===== config.mk =====
export PLATFORM = sky130hd
export DESIGN_NAME = sram_byte_stream_ctrl_flat
export DESIGN_NICKNAME = d
export VERILOG_FILES = /design/src/rtl/sram_byte_stream_ctrl_pkg.sv /design/src/rtl/sram_byte_stream_ctrl_if.sv /design/src/rtl/sram_byte_stream_ctrl_serdes.sv /design/src/rtl/sram_byte_stream_ctrl.sv /design/src/flat_wrapper.sv
export SDC_FILE = /design/constraint.sdc
export NUM_CORES = 1
export LEC_CHECK = 0
export CAP_MARGIN = 20
export CORE_MARGIN = 4
export CORE_UTILIZATION = 45
export CTS_CLUSTER_SIZE = 24
export DETAILED_ROUTE_END_ITERATION = 7
export GPL_TIMING_DRIVEN = 0
export PLACE_DENSITY = 0.77
export SLEW_MARGIN = 25
export SYNTH_ARGS = -nofsm -noshare
export SYNTH_HDL_FRONTEND = slang
export SYNTH_SLANG_ARGS = --single-unit

===== constraint.sdc =====
create_clock -name CLK -period 2.4 [get_ports CLK]
set_clock_uncertainty 0.05 [all_clocks]
set_input_delay 0.72 -clock CLK [delete_from_list [all_inputs] [get_ports CLK]]
set_output_delay 0.72 -clock CLK [all_outputs]
set_load 0.005 [all_outputs]

===== src/rtl/sram_byte_stream_ctrl_pkg.sv =====
// Shared types and constants for the SRAM byte-stream controller.
package sram_byte_stream_pkg;

  localparam int unsigned BYTE_W = 8;

  localparam logic [BYTE_W-1:0] CMD_WRITE = 8'h01;
  localparam logic [BYTE_W-1:0] CMD_READ  = 8'h02;

  typedef enum logic [3:0] {
    S_IDLE,
    S_ADDR_HI,
    S_ADDR_LO,
    S_LEN,
    S_WR_COLLECT,
    S_WR_STROBE,
    S_RD_STROBE,
    S_RD_CAPTURE,
    S_RD_EMIT
  } state_e;

  // States in which the controller takes bytes from the input stream.
  function automatic logic accepts_input(input state_e s);
    case (s)
      S_IDLE, S_ADDR_HI, S_ADDR_LO, S_LEN, S_WR_COLLECT: return 1'b1;
      default:                                          return 1'b0;
    endcase
  endfunction

endpackage


===== src/rtl/sram_byte_stream_ctrl_if.sv =====
// Byte-stream and SRAM-wrapper signal bundle for the controller.
interface sram_byte_stream_ctrl_if #(
  parameter int unsigned ADDR_W = 10,
  parameter int unsigned DATA_W = 32
);
  logic [7:0]        IN_DATA;
  logic              IN_VALID;
  logic              IN_READY;
  logic [7:0]        OUT_DATA;
  logic              OUT_VALID;
  logic              OUT_READY;
  logic              BUSY;
  logic              ERR;
  logic [ADDR_W-1:0] SRAM_ADDR;
  logic [DATA_W-1:0] SRAM_BM;
  logic [DATA_W-1:0] SRAM_DIN;
  logic              SRAM_MEN;
  logic              SRAM_WEN;
  logic              SRAM_REN;
  logic [DATA_W-1:0] SRAM_DOUT;

  // Controller side.
  modport slave (
    input  IN_DATA, IN_VALID, OUT_READY, SRAM_DOUT,
    output IN_READY, OUT_DATA, OUT_VALID, BUSY, ERR,
           SRAM_ADDR, SRAM_BM, SRAM_DIN, SRAM_MEN, SRAM_WEN, SRAM_REN
  );

  // Stream producer/consumer plus SRAM wrapper side.
  modport master (
    output IN_DATA, IN_VALID, OUT_READY, SRAM_DOUT,
    input  IN_READY, OUT_DATA, OUT_VALID, BUSY, ERR,
           SRAM_ADDR, SRAM_BM, SRAM_DIN, SRAM_MEN, SRAM_WEN, SRAM_REN
  );
endinterface


===== src/rtl/sram_byte_stream_ctrl_serdes.sv =====
// Word-wide byte shift register: packs incoming bytes little-endian and
// unpacks a loaded word byte 0 first, with a shared byte counter.
module sram_word_serdes
  import sram_byte_stream_pkg::*;
#(
  parameter int unsigned DATA_W = 32
) (
  input  logic              clk,
  input  logic              rst,
  input  logic              clr,
  input  logic              shift_in,
  input  logic              load,
  input  logic              shift_out,
  input  logic [BYTE_W-1:0] byte_in,
  input  logic [DATA_W-1:0] word_in,
  output logic [DATA_W-1:0] pack_word_c,
  output logic [BYTE_W-1:0] next_byte_c,
  output logic              last_c
);

  localparam int unsigned BYTES = DATA_W / BYTE_W;
  localparam int unsigned CNT_W = (BYTES > 1) ? $clog2(BYTES) : 1;

  logic [DATA_W-1:0] word_q;
  logic [CNT_W-1:0]  cnt_q;

  // New bytes enter at the top so the first byte ends up in bits 7:0.
  assign pack_word_c = (word_q >> BYTE_W) | (DATA_W'(byte_in) << (DATA_W - BYTE_W));
  assign next_byte_c = BYTE_W'(word_q >> BYTE_W);
  assign last_c      = (cnt_q == CNT_W'(BYTES - 1));

  // Shift register and byte counter; counter wraps after the last byte.
  always_ff @(posedge clk) begin
    if (rst || clr) begin
      word_q <= '0;
      cnt_q  <= '0;
    end else if (load) begin
      word_q <= word_in;
      cnt_q  <= '0;
    end else if (shift_in || shift_out) begin
      word_q <= shift_in ? pack_word_c : (word_q >> BYTE_W);
      cnt_q  <= last_c ? '0 : cnt_q + 1'b1;
    end
  end

endmodule


===== src/rtl/sram_byte_stream_ctrl.sv =====
// Byte-stream command front end for a 1024x32 SRAM wrapper: decodes
// write/read burst frames, packs/unpacks words and drives the SRAM strobes.
module sram_byte_stream_ctrl
  import sram_byte_stream_pkg::*;
#(
  parameter int unsigned ADDR_W = 10,
  parameter int unsigned DATA_W = 32,
  parameter int unsigned LEN_W  = 8
) (
  input  logic                  CLK,
  input  logic                  RST,
  input  logic                  ENA,
  sram_byte_stream_ctrl_if.slave bus
);

  state_e            state_q;
  logic              is_wr_q;
  logic [BYTE_W-1:0] addr_hi_q;
  logic [ADDR_W-1:0] addr_q;
  logic [LEN_W-1:0]  words_left_q;
  logic              err_q;
  logic              out_valid_q;
  logic [BYTE_W-1:0] out_data_q;
  logic              men_q;
  logic              wen_q;
  logic              ren_q;
  logic [ADDR_W-1:0] sram_addr_q;
  logic [DATA_W-1:0] sram_din_q;

  logic              in_ready_c;
  logic              in_fire_c;
  logic              out_fire_c;
  logic              sd_clr_c;
  logic              sd_shift_in_c;
  logic              sd_load_c;
  logic              sd_shift_out_c;
  logic [DATA_W-1:0] sd_pack_word_c;
  logic [BYTE_W-1:0] sd_next_byte_c;
  logic              sd_last_c;

  // Handshake qualifiers; nothing moves while ENA is low.
  assign in_ready_c     = ENA && !RST && accepts_input(state_q);
  assign in_fire_c      = bus.IN_VALID && in_ready_c;
  assign out_fire_c     = ENA && out_valid_q && bus.OUT_READY;
  assign sd_clr_c       = in_fire_c && (state_q == S_LEN);
  assign sd_shift_in_c  = in_fire_c && (state_q == S_WR_COLLECT);
  assign sd_load_c      = ENA && (state_q == S_RD_CAPTURE);
  assign sd_shift_out_c = out_fire_c && (state_q == S_RD_EMIT);

  sram_word_serdes #(
    .DATA_W (DATA_W)
  ) u_serdes (
    .clk         (CLK),
    .rst         (RST),
    .clr         (sd_clr_c),
    .shift_in    (sd_shift_in_c),
    .load        (sd_load_c),
    .shift_out   (sd_shift_out_c),
    .byte_in     (bus.IN_DATA),
    .word_in     (bus.SRAM_DOUT),
    .pack_word_c (sd_pack_word_c),
    .next_byte_c (sd_next_byte_c),
    .last_c      (sd_last_c)
  );

  // Frame decode, burst sequencing and registered SRAM/stream outputs.
  always_ff @(posedge CLK) begin
    if (RST) begin
      state_q      <= S_IDLE;
      is_wr_q      <= 1'b0;
      addr_hi_q    <= '0;
      addr_q       <= '0;
      words_left_q <= '0;
      err_q        <= 1'b0;
      out_valid_q  <= 1'b0;
      out_data_q   <= '0;
      men_q        <= 1'b0;
      wen_q        <= 1'b0;
      ren_q        <= 1'b0;
      sram_addr_q  <= '0;
      sram_din_q   <= '0;
    end else begin
      err_q <= 1'b0;
      if (ENA) begin
        // Strobes last one enabled cycle unless re-armed below.
        men_q <= 1'b0;
        wen_q <= 1'b0;
        ren_q <= 1'b0;
        case (state_q)
          S_IDLE: begin
            if (in_fire_c) begin
              if (bus.IN_DATA == CMD_WRITE) begin
                is_wr_q <= 1'b1;
                state_q <= S_ADDR_HI;
              end else if (bus.IN_DATA == CMD_READ) begin
                is_wr_q <= 1'b0;
                state_q <= S_ADDR_HI;
              end else begin
                err_q <= 1'b1;
              end
            end
          end
          S_ADDR_HI: begin
            if (in_fire_c) begin
              addr_hi_q <= bus.IN_DATA;
              state_q   <= S_ADDR_LO;
            end
          end
          S_ADDR_LO: begin
            if (in_fire_c) begin
              addr_q  <= ADDR_W'({addr_hi_q, bus.IN_DATA});
              state_q <= S_LEN;
            end
          end
          S_LEN: begin
            if (in_fire_c) begin
              words_left_q <= LEN_W'(bus.IN_DATA);
              if (is_wr_q) begin
                state_q <= S_WR_COLLECT;
              end else begin
                state_q     <= S_RD_STROBE;
                men_q       <= 1'b1;
                ren_q       <= 1'b1;
                sram_addr_q <= addr_q;
              end
            end
          end
          S_WR_COLLECT: begin
            if (in_fire_c && sd_last_c) begin
              state_q     <= S_WR_STROBE;
              men_q       <= 1'b1;
              wen_q       <= 1'b1;
              sram_addr_q <= addr_q;
              sram_din_q  <= sd_pack_word_c;
            end
          end
          S_WR_STROBE: begin
            addr_q <= addr_q + 1'b1;
            if (words_left_q == '0) begin
              state_q <= S_IDLE;
            end else begin
              words_left_q <= words_left_q - 1'b1;
              state_q      <= S_WR_COLLECT;
            end
          end
          S_RD_STROBE: begin
            state_q <= S_RD_CAPTURE;
          end
          S_RD_CAPTURE: begin
            out_valid_q <= 1'b1;
            out_data_q  <= bus.SRAM_DOUT[BYTE_W-1:0];
            state_q     <= S_RD_EMIT;
          end
          S_RD_EMIT: begin
            if (out_fire_c) begin
              if (sd_last_c) begin
                out_valid_q <= 1'b0;
                addr_q      <= addr_q + 1'b1;
                if (words_left_q == '0) begin
                  state_q <= S_IDLE;
                end else begin
                  words_left_q <= words_left_q - 1'b1;
                  state_q      <= S_RD_STROBE;
                  men_q        <= 1'b1;
                  ren_q        <= 1'b1;
                  sram_addr_q  <= addr_q + 1'b1;
                end
              end else begin
                out_data_q <= sd_next_byte_c;
              end
            end
          end
          default: state_q <= S_IDLE;
        endcase
      end
    end
  end

  // Strobes and byte mask are suppressed while ENA is low; address/data hold.
  assign bus.IN_READY  = in_ready_c;
  assign bus.OUT_DATA  = out_data_q;
  assign bus.OUT_VALID = out_valid_q;
  assign bus.BUSY      = (state_q != S_IDLE);
  assign bus.ERR       = err_q;
  assign bus.SRAM_ADDR = sram_addr_q;
  assign bus.SRAM_DIN  = sram_din_q;
  assign bus.SRAM_MEN  = men_q && ENA;
  assign bus.SRAM_WEN  = wen_q && ENA;
  assign bus.SRAM_REN  = ren_q && ENA;
  assign bus.SRAM_BM   = {DATA_W{wen_q && ENA}};

endmodule


===== src/flat_wrapper.sv =====
// flat-port wrapper written by rule: the top's interface ports become plain ports
module sram_byte_stream_ctrl_flat import sram_byte_stream_pkg::*;
#(
  parameter int unsigned ADDR_W = 10,
  parameter int unsigned DATA_W = 32,
  parameter int unsigned LEN_W  = 8
)
  (CLK, RST, ENA, bus_IN_DATA, bus_IN_VALID, bus_OUT_READY, bus_SRAM_DOUT, bus_IN_READY, bus_OUT_DATA, bus_OUT_VALID, bus_BUSY, bus_ERR, bus_SRAM_ADDR, bus_SRAM_BM, bus_SRAM_DIN, bus_SRAM_MEN, bus_SRAM_WEN, bus_SRAM_REN);
  sram_byte_stream_ctrl_if #(.ADDR_W(ADDR_W), .DATA_W(DATA_W)) bus_i ();
  input  logic CLK;
  input  logic RST;
  input  logic ENA;
  input wire logic [$bits(bus_i.IN_DATA)-1:0] bus_IN_DATA;
  input wire logic [$bits(bus_i.IN_VALID)-1:0] bus_IN_VALID;
  input wire logic [$bits(bus_i.OUT_READY)-1:0] bus_OUT_READY;
  input wire logic [$bits(bus_i.SRAM_DOUT)-1:0] bus_SRAM_DOUT;
  output wire logic [$bits(bus_i.IN_READY)-1:0] bus_IN_READY;
  output wire logic [$bits(bus_i.OUT_DATA)-1:0] bus_OUT_DATA;
  output wire logic [$bits(bus_i.OUT_VALID)-1:0] bus_OUT_VALID;
  output wire logic [$bits(bus_i.BUSY)-1:0] bus_BUSY;
  output wire logic [$bits(bus_i.ERR)-1:0] bus_ERR;
  output wire logic [$bits(bus_i.SRAM_ADDR)-1:0] bus_SRAM_ADDR;
  output wire logic [$bits(bus_i.SRAM_BM)-1:0] bus_SRAM_BM;
  output wire logic [$bits(bus_i.SRAM_DIN)-1:0] bus_SRAM_DIN;
  output wire logic [$bits(bus_i.SRAM_MEN)-1:0] bus_SRAM_MEN;
  output wire logic [$bits(bus_i.SRAM_WEN)-1:0] bus_SRAM_WEN;
  output wire logic [$bits(bus_i.SRAM_REN)-1:0] bus_SRAM_REN;
  assign bus_i.IN_DATA = bus_IN_DATA;
  assign bus_i.IN_VALID = bus_IN_VALID;
  assign bus_i.OUT_READY = bus_OUT_READY;
  assign bus_i.SRAM_DOUT = bus_SRAM_DOUT;
  assign bus_IN_READY = bus_i.IN_READY;
  assign bus_OUT_DATA = bus_i.OUT_DATA;
  assign bus_OUT_VALID = bus_i.OUT_VALID;
  assign bus_BUSY = bus_i.BUSY;
  assign bus_ERR = bus_i.ERR;
  assign bus_SRAM_ADDR = bus_i.SRAM_ADDR;
  assign bus_SRAM_BM = bus_i.SRAM_BM;
  assign bus_SRAM_DIN = bus_i.SRAM_DIN;
  assign bus_SRAM_MEN = bus_i.SRAM_MEN;
  assign bus_SRAM_WEN = bus_i.SRAM_WEN;
  assign bus_SRAM_REN = bus_i.SRAM_REN;
  sram_byte_stream_ctrl #(.ADDR_W(ADDR_W), .DATA_W(DATA_W), .LEN_W(LEN_W)) u_core (.CLK(CLK), .RST(RST), .ENA(ENA), .bus(bus_i));
endmodule

Word-level counts from Yosys, hierarchy flattened
Index checks and enable logic that the tools add are counted.

word-level totals
  flip-flop bits (word level) = 114
  input bits = 45
  output and inout bits = 89

cells by class
  $add $sub $neg = 3
  equality and inequality tests = 22
  multiplexer cells = 52
  bitwise gates (word level) = 4
  reduce and logical (&&, ||, !) cells = 37

operators with widths
  operator               number
  $mux 32                3
  $mux 10                9
  $pmux 10 s3            2
  $mux 8                 6
  $mux 4                 9
  $pmux 4 s9             1
  $or 24x32->32          1
  $pmux 8 s3             1
  $eq 4x3->1 const B     4
  $pmux 8 s2             1
  $logic_and 1x1->1      13
  $mux 1                 13
  $ne 2x1->1 const B     6
  $reduce_and 4->1       3
  $add 10x1->10 const B  1
  $reduce_and 5->1       2
  $reduce_or 5->1        2
  $reduce_and 9->1       1
  $reduce_bool 3->1      3
  $eq 4x2->1 const B     2
  $eq 8x1->1 const B     1
  $eq 8x2->1 const B     1
  $logic_not 8->1        1
  $ne 2x2->1 const B     4
  19 further kinds       28

Logic depth before layout (Yosys ltp)
Gate-level depths: netlist of the first run.

  depth after elaboration = 9
  gate-level depth with buffers = 9
  mapped depth without buffers = 7

By module
From an unflattened synthesis of the first run, not the netlist that was laid out.

unflattened totals
  cells, all modules = 685
  area, all modules = 5,734.2 um^2

by module, submodules not included
  module                 instances  cells an instance  area an instance (um^2)  seq. area each (um^2)
  sram_byte_stream_ctrl  1          531                4,271.6                  1,601.5
  sram_word_serdes       1          154                1,462.7                  520.5

Least setup slack after synthesis of the first run
Ideal clock, no wire load.

  kind = input to output
  start = input ENA
  end = output bus_SRAM_BM[0]
  arrival = 1.591 ns
  slack = 0.039 ns
  stages on the path = 2
  cells stage by stage = and2_1 > buf_4

between the ends
  word-level cells in the longest chain between the ends = 1

ends and longest elaborated chain
  element             RTL line                      RTL
  start: declaration  flat_wrapper.sv:12            input logic ENA;
  $logic_and 1x1->1   sram_byte_stream_ctrl.sv:190  assign bus.SRAM_BM = {DATA_W{wen_q && ENA}};
  end: declaration    flat_wrapper.sv:23            output wire logic [$bits(bus_i.SRAM_BM)-1:0] bus_SRAM_BM;

No other way between the ends.

Worst setup path after layout of the first run
  start = input ENA
  end = output bus_SRAM_BM[2]

The elaborated chain is that of the path after synthesis.

==> out/results.ini, run 1 <==
[pwr]
p_int_w = 0.002555
pwr-share-seq_pct = 52.4
leakage_nw = 3.060
netSwitchingFraction_pct = 23.74
clkPwrFrac_pct = 41.8
comb_power_share_pct = 5.8
vdd_drop_max_v = 0.0004101
power.switching_w = 0.0007954
powerDensity_mw_per_mm2 = 445.5

[clock_tree]
clock-root-buffer = clkbuf_16
clk_pin_slew_worst_paths_ps = 70
hold_buffers = 0
tritoncts = yes
cts.sinks = 106
htreeDepth = 3
cts_buffer_depth = 2
insertion_delay_ps = 350
numCtsBuffers = 9

[floorplanning]
start_util_pct = 46.71
dieArea_sq_mm = 0.01382
dieHeight_um = 117.6
io-pin-count = 134
row_count = 39
fp.dieW_um = 117.6
coreArea_sq_mm = 0.01156

[global_routing]
antenna_found_initial = 0
track_usage_pct = 24.81
grt_pass1_wl_um = 28120
grt_pass1_vias = 5339
grt_overflow = 0
grt_start_max_net_pins = 18

[detailed_routing]
drt-pass1-iter-count = 8
via_per_inst = 5.760
antenna_left = 0
drt-initial-drc-count = 436
wl_um = 18160
drc_errors = 0
wl_per_cell_um = 18.79
num_vias = 5564

[placed_design]
globalplace.congestion = 0.9007
place_ws_ps = -1503
place_hpwl_um = 13060
portBuffers = 130
dp.cells = 933

[critical_path]
worstPathRequired_ps = 1630
endpoint_kind = primary output
critPathKind = in -> out
critPathSlowestCell = clkdlybuf4s50_1
worst_setup_path_start_kind = input port
cp_max_fo = 7
path_buf_inv = 3
path_depth = 4
critical_path.top_delay_family = buffers and inverters
crit_chain = buf_12, and2_4, buf_4, clkdlybuf4s50_1
reg2reg_depth = 7
cp_slowest_stage_delay_ps = 510
cp.arrival_ps = 1630

[run]
maxCapViolations = 0

[layout]
seq_area_sq_mm = 0.002128
area_growth_pct = 39.24
fill_cells = 991
nets = 866
layout-drive-gt1-share_pct = 16.52
diodes = 0
multi_input_area_sq_mm = 0.002867
layoutNonFillerInstCount = 966

[yosys]
yosysWarnings = 0
synth.top_cells.by_area = dfxtp_1, nand2_1, a21oi_1
ys_async_sr_fraction_pct = 0
avgSynthCellArea_sq_um = 8.184
syn_nets = 708
synth_top_cell_by_area = dfxtp_1
synth_seq_cells = 106
syn_inst = 660
synth-edff-count = 0
synth_top_area_share_pct = 39.29
ys_types = 72
syn-cell-area_sq_mm = 0.005401
ys.flop_type = dfxtp_1
synth-seq-area-share_pct = 39.29

[timing]
slew_viol_final = 0
layout_setup_ws_ps = 0.6158
min_period_ps = 2399
rsz0062_at_grt = true
hold_violations = 0
worst_slew_pin_slew_ps = 731.4
finalCritPeriodShare_pct = 99.97
setup_violations = 0
finalHoldWorstSlack_ps = 404.7
slew_headroom_pct = 51.14
setup_tns_ps = 0
max_freq_ghz = 0.4168

[outcome]
status = finished clean

[worst_hold_path]
hp-class = reg -> reg
worstHoldPathCells = 2

==> what timing repair did <==
action                                  CTS  global route
pin swaps                                 4             5
gates cloned                              4             0
endpoints found under the setup margin  135           105
gates resized for setup                  50            37
setup buffers                             7             6
==> routing by layer <==
metal  GRT usage [%]  routed length [um]  vias up
li1                -                   -     2633
met2           42.96                9026      251
met5               0                   0        -
met3           5.046                1156       39
met1           30.80                7473     2641
met4           8.425                 498        0
==> kinds of logic after synthesis <==
| group | share of synthesized area, % |
|---|---|
| AND/OR/NAND/NOR | 22.72 |
| AO/OA/AOI/OAI | 21.45 |
| flip-flops | 39.29 |
| buffers and inverters | 10.33 |
| multiplexers | 3.892 |
| XOR/XNOR | 1.622 |
| adder cells (fa/ha/maj) | 0.6950 |
==> power groups by stage <==
stage	combinational (W)	sequential (W)	clock, W
2_1_floorplan	0.0000569	0.00180	0
5_1_grt	0.000202	0.00176	0.00150
6_report	0.000193	0.00176	0.00140
3_3_place_gp	0.000168	0.00180	0
3_5_place_dp	0.000169	0.00180	0
4_1_cts	0.000184	0.00176	0.00141
==> state kept, by name, summed over array words and instances (netlist names) <==
signal / count
u_core.bus.OUT_VALID: 1
u_core.addr_q: 10
u_core.bus.OUT_DATA: 8
u_core.ren_q: 1
u_core.state_q: 4
u_core.wen_q: 1
u_core.is_wr_q: 1
u_core.bus.ERR: 1
u_core.men_q: 1
u_core.u_serdes.word_q: 24
u_core.bus.SRAM_ADDR: 10
u_core.addr_hi_q: 2
u_core.bus.SRAM_DIN: 32
u_core.words_left_q: 8
u_core.u_serdes.cnt_q: 2
==> final cells by class <==
type / count / share of cell area [%]
tap: 143 / 2.379
inverter: 7 / 0.3993
buffer: 88 / 7.769
sequential: 106 / 28.30
clock inverter: 6 / 0.5656
timing repair buffer: 143 / 19.43
clock buffer: 10 / 3.044
multi-input combinational: 463 / 38.11
==> path summary, 6_finish.rpt <==
path                                        from                                     end  slack [ps]
setup reg to reg  u_core.state_q[0]$_SDFFE_PP0P_  u_core.u_serdes.word_q[9]$_SDFFE_PP0P_          40
setup / recovery                             ENA                          bus_SRAM_BM[2]         0.6
hold reg to reg        u_core.men_q$_SDFFE_PP0P_               u_core.men_q$_SDFFE_PP0P_         400
hold / removal         u_core.men_q$_SDFFE_PP0P_               u_core.men_q$_SDFFE_PP0P_         400
==> Yosys cell counts (3+ instances only) <==
library cell  number
a211oi_1          17
a21o_1             9
a21oi_1           77
a22oi_1            9
a31o_1            10
a31oi_1            4
and2_1             7
and3_1             5
buf_2             14
buf_4             39
buf_6              5
clkbuf_1          29
dfxtp_1          106
ha_1               3
inv_1              6
mux2i_1           21
nand2_1          113
nand2b_1           4
nand3_1           19
nand4_1            3
nor2_1            38
nor3_1            11
nor4_1            17
o21a_1             3
o21ai_0           12
o21ai_1            5
o31ai_1            5
or3_1              6
xnor2_1            7
xor2_1             3
==> per-stage QoR <==
stage	cell area (sq um)	utilization, %	power, W
floorplan	5401	-	0.001856
global placement	6882	59.50	0.001967
detailed placement	6882	59.50	0.001969
CTS	7342	63.49	0.003353
global route	7521	65.03	0.003459
finish	7521	65.03	0.003351
==> worst register-to-register path, delay by kind of cell, from the launching register on <==
family	cells	cell delay (ps)
AO/OA/AOI/OAI	2	480
multiplexers	1	150
buffers and inverters	3	530
AND/OR/NAND/NOR	1	680
flip-flops	1	370
==> layout by cell type (no fill, tap or decap), types with 6 or more instances in the layout <==
cell             Yosys  final
nand2_1            113    113
clkdlybuf4s50_1      0    103
dfxtp_1            106    103
a21oi_1             77     76
buf_4               39     47
nor2_1              38     37
clkbuf_1            29     23
mux2i_1             21     20
nand3_1             19     19
dlymetal6s2s_1       0     17
a211oi_1            17     16
buf_2               14     15
nor4_1              17     15
o21ai_0             12     12
nor3_1              11     11
a31o_1              10     10
buf_6                5      9
a22oi_1              9      9
a21o_1               9      9
clkbuf_16            0      9
dlygate4sd2_1        0      8
xnor2_1              7      7
and2_1               7      6
and2_4               1      6
or3_1                6      6
Power figures use the tool's default switching activity.
==> inputs of run 2 (changes only) <==
--- a/config.mk
+++ b/config.mk
@@ -11,8 +11,9 @@
 export CTS_CLUSTER_SIZE = 24
 export DETAILED_ROUTE_END_ITERATION = 7
 export GPL_TIMING_DRIVEN = 0
-export PLACE_DENSITY = 0.77
+export PLACE_DENSITY = 0.76
 export SLEW_MARGIN = 25
 export SYNTH_ARGS = -nofsm -noshare
 export SYNTH_HDL_FRONTEND = slang
+export SYNTH_HIERARCHICAL = 1
 export SYNTH_SLANG_ARGS = --single-unit
==> run 2 against run 1 <==
Net effect: register-to-register slack improved by 100 ps; wire length increased by 0.88%; clock power increased by 16%; total power increased by 7.6%; non-clock buffer count increased by 28; fmax increased by 1.3%; global-route usage about the same; critical endpoint is now bus_SRAM_BM[27]; largest power group unchanged.
==> out/results.ini, run 2 <==
[outcome]
status = finished clean

[clock_tree]
cts_buffer_depth = 2  ; unchanged
tritoncts = yes
clock-root-buffer = clkbuf_16
htreeDepth = 3  ; unchanged
cts.sinks = 106  ; unchanged
numCtsBuffers = 9  ; unchanged
insertion_delay_ps = 350  ; about the same
clk_pin_slew_worst_paths_ps = 70  ; about the same

[yosys]
synth.top_cells.by_area = dfxtp_1, buf_4, nand2_1
syn_nets = 734  ; +3.7%
ys.flop_type = dfxtp_1
synth_common_cells = nand2_1, dfxtp_1, a21oi_1
ys_types = 68  ; -5.6%
yosysWarnings = 6  ; +6
synth_seq_cells = 106  ; unchanged
avgSynthCellArea_sq_um = 8.371  ; +2.3%
synth_top_cell_by_area = dfxtp_1
synth-seq-area-share_pct = 37.01  ; -2.3 points
syn_inst = 685  ; +3.8%
synth_top_area_share_pct = 37.01  ; -2.3 points
ys_async_sr_fraction_pct = 0  ; unchanged
synth-edff-count = 0  ; unchanged
synth.most_common_cell = nand2_1
syn-cell-area_sq_mm = 0.005734  ; +6.2%

[layout]
mostFrequentLayoutCell = nand2_1
nets = 902  ; +4.2%
largest_reg_flops = 32  ; unchanged
fill_cells = 1049  ; +5.9%
area_growth_pct = 39.36  ; about the same
multi_input_area_sq_mm = 0.003054  ; +6.5%
layout-drive-gt1-share_pct = 22.73  ; +6.2 points
layout_common_cells = nand2_1, dfxtp_1, clkdlybuf4s50_1
seq_area_sq_mm = 0.002125  ; -0.18%
diodes = 0  ; unchanged
final_area_sq_mm = 0.007991  ; +6.3%

[detailed_routing]
wl_per_cell_um = 17.85  ; -5.0%
antenna_left = 0  ; unchanged
drc_errors = 0  ; unchanged
num_vias = 5683  ; +2.1%
drt-initial-drc-count = 400  ; -8.3%
wl_um = 18310  ; +0.88%
via_per_inst = 5.539  ; -3.8%
drt-pass1-iter-count = 5  ; -3

[floorplanning]
start_util_pct = 46.77  ; +0.060 points
io-pin-count = 134  ; unchanged
dieArea_sq_mm = 0.01461  ; +5.7%
coreArea_sq_mm = 0.01226  ; +6.0%
row_count = 40  ; +2.6%
dieHeight_um = 120.9  ; +2.8%
fp.dieW_um = 120.9  ; +2.8%

[critical_path]
startpoint = ENA
cp_max_fo = 7  ; unchanged
worstPathRequired_ps = 1630  ; about the same
worst_setup_path_start_kind = input port
r2r-start = u_core/state_q[3]$_SDFFE_PP0P_
cp.arrival_ps = 1600  ; -30 ps
reg2reg_depth = 7  ; unchanged
endpoint_kind = primary output
critPathKind = in -> out

[timing]
slew_headroom_pct = 46.54  ; -4.6 points
layout_setup_ws_ps = 31.06  ; +30.44 ps
min_period_ps = 2369  ; -30.44 ps
finalCritPeriodShare_pct = 98.71  ; -1.3 points
max_freq_ghz = 0.4221  ; +1.3%
setup_violations = 0  ; unchanged
slew_viol_final = 0  ; unchanged
finalHoldWorstSlack_ps = 405.1  ; +0.4010 ps
worst_slew_pin_slew_ps = 801.9  ; +70.47 ps
hold_violations = 0  ; unchanged

[placed_design]
globalplace.congestion = 0.9316  ; +3.4%
placed_cell_area_sq_mm = 0.007277  ; +5.7%
place_ws_ps = -947.5  ; +555.8 ps
portBuffers = 132  ; +1.5%
place_hpwl_um = 13030  ; -0.19%

[global_routing]
antenna_found_initial = 0  ; unchanged
grt_pass1_wl_um = 29200  ; +3.9%
grt_pass1_vias = 5760  ; +7.9%
grt_start_max_net_pins = 18  ; unchanged
grt_overflow = 0  ; unchanged
track_usage_pct = 24.77  ; -0.038 points

[pwr]
netSwitchingFraction_pct = 21.84  ; -1.9 points
clkPwrFrac_pct = 45.0  ; +3.2 points
pwr-share-seq_pct = 48.8  ; -3.6 points
vdd_drop_max_v = 0.0003963  ; -3.4%
comb_power_share_pct = 6.3  ; +0.5 points
leakage_nw = 3.133  ; +2.4%
p_int_w = 0.002818  ; +10%
powerDensity_mw_per_mm2 = 451.1  ; +1.3%
power.switching_w = 0.0007874  ; -1.0%
power_w = 0.003605  ; +7.6%

[run]
maxCapViolations = 0  ; unchanged

[worst_hold_path]
hp-class = reg -> reg
min-delay-start = u_core/bus.SRAM_DIN[6]$_SDFFE_PP0P_
worstHoldPathCells = 2  ; unchanged

[run 2: changes by cell type after synthesis, sizes merged, moves of 8 or more]
| cell | before | now |
|---|---|---|
| nor3 | 12 | 53 |
| nor2b | 1 | 28 |
| buf | 59 | 82 |
| mux2i | 21 | 3 |
| nand3 | 19 | 7 |
| a21oi | 77 | 67 |
| a31o | 10 | 0 |
| a211oi | 19 | 10 |
| a22oi | 9 | 0 |
| a311oi | 2 | 10 |
[run 2: timing repair]
item                                   CTS  global route
endpoints found under the hold margin    0             0
hold buffers                             0             0
gates cloned                             6             0
buffers inserted                        17             5
resized for setup                       66            33
pin swaps                                6             6
setup endpoints to repair              129            67
[run 2: critical path: stages]
cell             delay, ps
clkbuf_16              120
and2_4                 170
buf_4                  100
clkdlybuf4s50_1        480
[run 2: metrics by stage]
stage	cells	utilization, %	setup TNS, ps
3_3_place_gp	985	59.35	-74660
6_report	1026	65.17	0
2_1_floorplan	685	-	0
4_1_cts	1021	64.09	-8.606
5_1_grt	1026	65.17	-45.78
3_5_place_dp	985	59.35	-79490
[run 2: power groups by stage]
stage / Clock, W / Sequential (W) / Combinational, W
after floorplan: 0 / 0.00180 / 0.0000729
after global placement: 0 / 0.00180 / 0.000190
after detailed placement: 0 / 0.00180 / 0.000191
after CTS: 0.00165 / 0.00176 / 0.000214
after global routing: 0.00172 / 0.00176 / 0.000238
final: 0.00162 / 0.00176 / 0.000226
[run 2: final cells by class]
| class | count | area share (%) |
|---|---|---|
| Buffer | 103 | 9.504 |
| Clock buffer | 10 | 2.990 |
| Clock inverter | 6 | 1.127 |
| Inverter | 6 | 0.2818 |
| Multi-Input combinational cell | 471 | 38.22 |
| Sequential cell | 106 | 26.59 |
| Tap cell | 168 | 2.630 |
| Timing Repair Buffer | 156 | 18.66 |
[run 2: cells by family (layout without fill, tap and decap cells)]
logic type / after synthesis / count (layout) / share of synthesized area [%]
fa+ha+maj: 4 / 4 / 0.8728
compound gates: 155 / 155 / 19.07
flops: 106 / 106 / 37.01
simple gates: 295 / 299 / 28.48
xor+xnor: 10 / 10 / 1.527
buf+inv: 112 / 281 / 12.52
mux: 3 / 3 / 0.5237
[run 2: path summary, 6_finish.rpt]
path | to | slack [ps]
hold / removal | u_core/bus.SRAM_DIN[6]$_SDFFE_PP0P_ | 410
setup reg to reg | u_core/bus.SRAM_ADDR[9]$_SDFFE_PP0P_ | 140
hold reg to reg | u_core/bus.SRAM_DIN[6]$_SDFFE_PP0P_ | 410
setup / recovery | bus_SRAM_BM[27] | 30
[run 2: per-layer routing]
metal | track usage, % | wire (um) | up-vias
li1 | - | - | 2714
met1 | 30.36 | 7197 | 2683
met2 | 43.04 | 9198 | 252
met3 | 3.730 | 1443 | 34
met4 | 10.62 | 474 | 0
met5 | 0 | 0 | -
